File: config.mk
export PLATFORM = sky130hd
export DESIGN_NAME = stream_rr_arbiter
export DESIGN_NICKNAME = d
export VERILOG_FILES = /design/src/rtl/stream_rr_arbiter.sv
export SDC_FILE = /design/constraint.sdc
export NUM_CORES = 1
export LEC_CHECK = 0
export ABC_AREA = 0
export CAP_MARGIN = 20
export CORE_AREA = 3 3 80 101
export CTS_CLUSTER_DIAMETER = 150
export DETAILED_ROUTE_END_ITERATION = 8
export DIE_AREA = 0 0 83 104
export MAX_ROUTING_LAYER = met4
export PLACE_DENSITY = 0.8
export SLEW_MARGIN = 20
export SYNTH_ARGS = -nofsm -noshare
export SYNTH_HDL_FRONTEND = slang
export SYNTH_SLANG_ARGS = --single-unit
File: constraint.sdc
create_clock -name clk -period 1.7 [get_ports clk]
set_input_delay 0.425 -clock clk [delete_from_list [all_inputs] [get_ports clk]]
set_output_delay 0.425 -clock clk [all_outputs]
set_load 0.05 [all_outputs]
File: src/rtl/stream_rr_arbiter.sv
// stream_rr_arbiter
// Round-robin arbiter that serialises N stb/ack word streams onto one shared
// stb/ack output and reports which requester owns each outgoing word.
//
// Handshake: a word moves on a rising edge where stb and ack are both 1.
// Producers hold stb and data stable until acked; the consumer sees out_stb
// and out_data held until it returns out_ack. Every output is registered.
//
// Optional build macro STREAM_ARB_BURST_EN: lets the current owner keep the
// grant for up to BURST consecutive words while it keeps its stb asserted.
//
// dbg_state exposes the FSM state (0=IDLE, 1=ACCEPT, 2=SEND).
module stream_rr_arbiter #(
   parameter int N     = 4,
   parameter int W     = 32,
   parameter int BURST = 4
) (
   input  logic                   clk,
   input  logic                   rst,
   input  logic [N*W-1:0]         in_data,
   input  logic [N-1:0]           in_stb,
   output logic [N-1:0]           in_ack,
   output logic [W-1:0]           out_data,
   output logic                   out_stb,
   input  logic                   out_ack,
   output logic [$clog2(N)-1:0]   out_grant,
   output logic [1:0]             dbg_state
);

   localparam int GW = $clog2(N);

   // Reject configurations outside the supported range at elaboration time.
   if (N < 2 || N > 8 || BURST < 1) begin : g_cfg_check
      $error("stream_rr_arbiter: unsupported N or BURST");
   end

   typedef enum logic [1:0] {
      IDLE   = 2'd0,
      ACCEPT = 2'd1,
      SEND   = 2'd2
   } state_t;

   state_t          state, state_nxt;
   logic [GW-1:0]   grant, grant_nxt;
   logic [GW-1:0]   last, last_nxt;
   logic [N-1:0]    ack_nxt;
   logic [W-1:0]    data_nxt;
   logic            stb_nxt;
   logic [GW-1:0]   ogrant_nxt;

   logic            found;
   logic [GW-1:0]   winner;
   logic [W-1:0]    gdata;

`ifdef STREAM_ARB_BURST_EN
   localparam int CW = $clog2(BURST + 1);
   logic [CW-1:0]   burst_cnt, cnt_nxt;
`endif

   assign dbg_state = state;

   function automatic logic [N-1:0] onehot(input logic [GW-1:0] g);
      logic [N-1:0] v;
      v    = '0;
      v[g] = 1'b1;
      return v;
   endfunction

   // Round-robin search: first set in_stb bit starting at last+1, wrapping at N-1 -> 0.
   always_comb begin
      int t;
      logic [GW-1:0] idx;
      found  = 1'b0;
      winner = '0;
      t      = 0;
      idx    = '0;
      for (int k = 0; k < N; k++) begin
         t = int'(last) + 1 + k;
         if (t >= N) t = t - N;
         idx = GW'(t);
         if (!found && in_stb[idx]) begin
            found  = 1'b1;
            winner = idx;
         end
      end
   end

   // Select the data word of the currently granted requester.
   always_comb begin
      gdata = '0;
      for (int i = 0; i < N; i++) begin
         if (grant == GW'(i)) gdata = in_data[i*W +: W];
      end
   end

   // Next-state and next-output logic for the IDLE -> ACCEPT -> SEND cycle.
   always_comb begin
      state_nxt  = state;
      grant_nxt  = grant;
      last_nxt   = last;
      ack_nxt    = in_ack;
      data_nxt   = out_data;
      stb_nxt    = out_stb;
      ogrant_nxt = out_grant;
`ifdef STREAM_ARB_BURST_EN
      cnt_nxt    = burst_cnt;
`endif
      case (state)
         IDLE: begin
            ack_nxt = '0;
            if (found) begin
               grant_nxt = winner;
               ack_nxt   = onehot(winner);
               state_nxt = ACCEPT;
`ifdef STREAM_ARB_BURST_EN
               cnt_nxt   = '0;
`endif
            end
         end
         ACCEPT: begin
            ack_nxt = onehot(grant);
            // A missing stb here is a producer protocol violation; just wait.
            if (in_stb[grant]) begin
               data_nxt   = gdata;
               ogrant_nxt = grant;
               ack_nxt    = '0;
               stb_nxt    = 1'b1;
               last_nxt   = grant;
               state_nxt  = SEND;
            end
         end
         SEND: begin
            ack_nxt = '0;
            stb_nxt = 1'b1;
            if (out_ack) begin
               stb_nxt = 1'b0;
`ifdef STREAM_ARB_BURST_EN
               if (in_stb[grant] && (burst_cnt < CW'(BURST - 1))) begin
                  cnt_nxt   = burst_cnt + CW'(1);
                  ack_nxt   = onehot(grant);
                  state_nxt = ACCEPT;
               end else begin
                  cnt_nxt   = '0;
                  last_nxt  = grant;
                  state_nxt = IDLE;
               end
`else
               state_nxt = IDLE;
`endif
            end
         end
         default: begin
            ack_nxt   = '0;
            stb_nxt   = 1'b0;
            state_nxt = IDLE;
         end
      endcase
   end

   // State and registered outputs; reset discards any word held in SEND.
   always_ff @(posedge clk) begin
      if (rst) begin
         state     <= IDLE;
         grant     <= '0;
         last      <= GW'(N - 1);
         in_ack    <= '0;
         out_data  <= '0;
         out_stb   <= 1'b0;
         out_grant <= '0;
`ifdef STREAM_ARB_BURST_EN
         burst_cnt <= '0;
`endif
      end else begin
         state     <= state_nxt;
         grant     <= grant_nxt;
         last      <= last_nxt;
         in_ack    <= ack_nxt;
         out_data  <= data_nxt;
         out_stb   <= stb_nxt;
         out_grant <= ogrant_nxt;
`ifdef STREAM_ARB_BURST_EN
         burst_cnt <= cnt_nxt;
`endif
      end
   end

endmodule

==> results.sh <==
export IMPL_run_status="finished clean"
export IMPL_num_antenna_cells=0
export IMPL_tightest_slew_ns=0.454
export IMPL_dp_hpwl_mm=7.34
export IMPL_grt_pass1_vias=2787
export IMPL_overflow=0
export IMPL_rsz0062_at_grt="true"
export IMPL_pwr_share_seq=0.266
export IMPL_ys_ff_latch=45
export IMPL_avgRoutedWirePerCell_um=17.1
export IMPL_synth_edf_count=0
export IMPL_reg2reg_depth=7
export IMPL_power_leakage_uw=0.00169
export IMPL_clk_pin_slew_ns=0.08
export IMPL_fin_crit_ns=1.67
export IMPL_vias=2704
export IMPL_ant_nets=0
export IMPL_dieArea_um2=8630
export IMPL_holdPathStages=2
export IMPL_skew_ns=0.00515
export IMPL_postSynthAreaPerCell_um2=9.90
export IMPL_ios=176
export IMPL_hp_class="register to register"
export IMPL_fin_setup_tns_ns=0
export IMPL_numCtsBuffers=5
export IMPL_cts_tree="done"
export IMPL_crit_path_end_kind="register"
export IMPL_layout_commonest_cell="clkdlybuf4s50_1"
export IMPL_clk_latency_ns=0.29
export IMPL_post_place_ws_ns=-0.351
export IMPL_row_count=35
export IMPL_start_util=0.355
export IMPL_htree_num_levels=2
export IMPL_syn_to_final_growth_pct=74.5
export IMPL_wirelength_mm=9.10
export IMPL_fmax_mhz=598
export IMPL_core_region_area_um2=7270
export IMPL_syn_num_nets=399
export IMPL_place_congestion=0.910
export IMPL_ys_types=34
export IMPL_grt_max_degree=38
export IMPL_cts_sinks=45
export IMPL_setup_violations=0
export IMPL_p_sw_frac=0.436
export IMPL_layout_common_cells="clkdlybuf4s50_1, nand2_1, buf_4"
export IMPL_drive_gt1_frac=0.246
export IMPL_track_usage=0.217
export IMPL_die_width_um=83
export IMPL_power_switching_uw=2490
export IMPL_hold_buffers=0
export IMPL_async_reset_ff_frac=0
export IMPL_viasPerCell=5.09
export IMPL_ir_drop_v=0.000859
export IMPL_ys_seq_area_frac=0.349
export IMPL_comb_power_share=0.623
export IMPL_dr_pass1_iters=4
export IMPL_utilization=0.620
export IMPL_ys_warnings_count=0
export IMPL_critical_path_required_ns=1.90
export IMPL_io_buffers=175
export IMPL_crit_type="primary input to register"
export IMPL_synth_main_ff_cell="dfxtp_1"
export IMPL_cp_max_fo=5
export IMPL_fin_crit_sh=0.984
export IMPL_hold_viol=0
export IMPL_intPower_uw=3220
export IMPL_clock_root_buffer="clkbuf_8"
export IMPL_max_slew_margin=0.695
export IMPL_grt_antenna_before_repair=0
export IMPL_arrival_ns=1.87
export IMPL_grt_pass1_wl_mm=14.6
export IMPL_cts_buffer_depth=2
export IMPL_first_iter_violations=97
export IMPL_power_density_nw_per_um2=1270
export IMPL_final_nets=576
export IMPL_layout_setup_ws_ns=0.0267
export IMPL_crit_path_start_kind="primary input"
export IMPL_drc_errors=0
export IMPL_slew_violations=0
export IMPL_power_total_uw=5710
export IMPL_netlist_area_um2=2580
export IMPL_die_h_um=104
export IMPL_power_frac_clock=0.111
export IMPL_maxCapViolations=0
export IMPL_syn_inst=261
layout make-up:
| class | instances | area, µm² |
|---|---|---|
| multi-input combinational | 193 | 1560 |
| fill | 640 | 2760 |
| clock buffer | 6 | 72.6 |
| sequential | 45 | 906 |
| timing repair buffer | 190 | 1840 |
| inverter | 3 | 11.3 |
| clock inverter | 2 | 10.0 |
| tap | 92 | 115 |
cells in the mapped netlist, types with 2 or more instances:
master    instances  share of area
or4_1             2         0.0058
inv_1             3         0.0044
nor3_1            2         0.0039
nand3_1           3         0.0058
buf_6             3          0.013
nand2_1          76           0.11
nand2b_1          5          0.012
o32ai_1           2         0.0068
o41ai_1           2         0.0068
buf_2             8          0.015
buf_4             4          0.012
dfxtp_1          45           0.35
mux4_2           32           0.28
nor2b_1           2         0.0048
a21oi_1          40          0.077
nor2_1            6         0.0087
clkbuf_1          5         0.0073
or3_1             2         0.0048
a221oi_1          2         0.0068
ha_1              3          0.015
final timing paths:
check	start	endpoint	slack, ns
worst max-delay path	in_stb[2]	in_ack[0]	0.03
worst min-delay path	out_data[1]	out_data[1]	0.45
worst max register to register	dbg_state[1]	out_grant[0]	0.12
worst min register to register	out_data[1]	out_data[1]	0.45
flip-flops by register name, indices dropped and copies added, names as in the netlist:
signal / cells
in_ack: 4
grant: 2
out_stb: 1
out_grant: 2
out_data: 32
last: 2
dbg_state: 2
critical path, cell delays in order:
cell	delay [ns]
clkdlybuf4s50_1	0.57
nand2b_1	0.14
a21oi_1	0.08
or3_1	0.34
o41ai_1	0.32
cell families after synthesis:
logic type	after synthesis	synth area share
adder cells (fa/ha/maj)	3	0.0145
AND/OR/NAND/NOR	102	0.169
multiplexers	34	0.288
buffers and inverters	23	0.0518
flip-flops	45	0.349
AO/OA/AOI/OAI	54	0.127
power by group through the flow:
stage	sequential (µW)	combinational, µW	clock, µW
global placement	1520	3510	0
CTS	1520	3580	657
finish	1520	3560	634
floorplan	2270	1650	0
global route	1560	3800	698
detailed placement	1540	3570	0
layer usage:
layer | up-vias | share of wire | track usage
li1 | 1307 | - | -
met1 | 1300 | 0.36 | 0.231
met2 | 83 | 0.58 | 0.404
met3 | 14 | 0.042 | 0.0412
met4 | 0 | 0.018 | 0.0619
met5 | - | 0 | -
stage by stage:
stage	hold slack, ns	instance area [µm²]	instances
global route	0.475	4510	531
CTS	0.455	4490	531
global placement	0.439	4410	522
finish	0.451	4510	531
floorplan	0.498	2590	261
detailed placement	0.444	4410	522
repair_timing:
action	CTS	global route
gates resized for setup	2	5
setup buffers	1	0
endpoints found under the hold margin	0	0
pin swaps	1	1
setup endpoints to repair	3	39
Power figures use the tool's default switching activity.
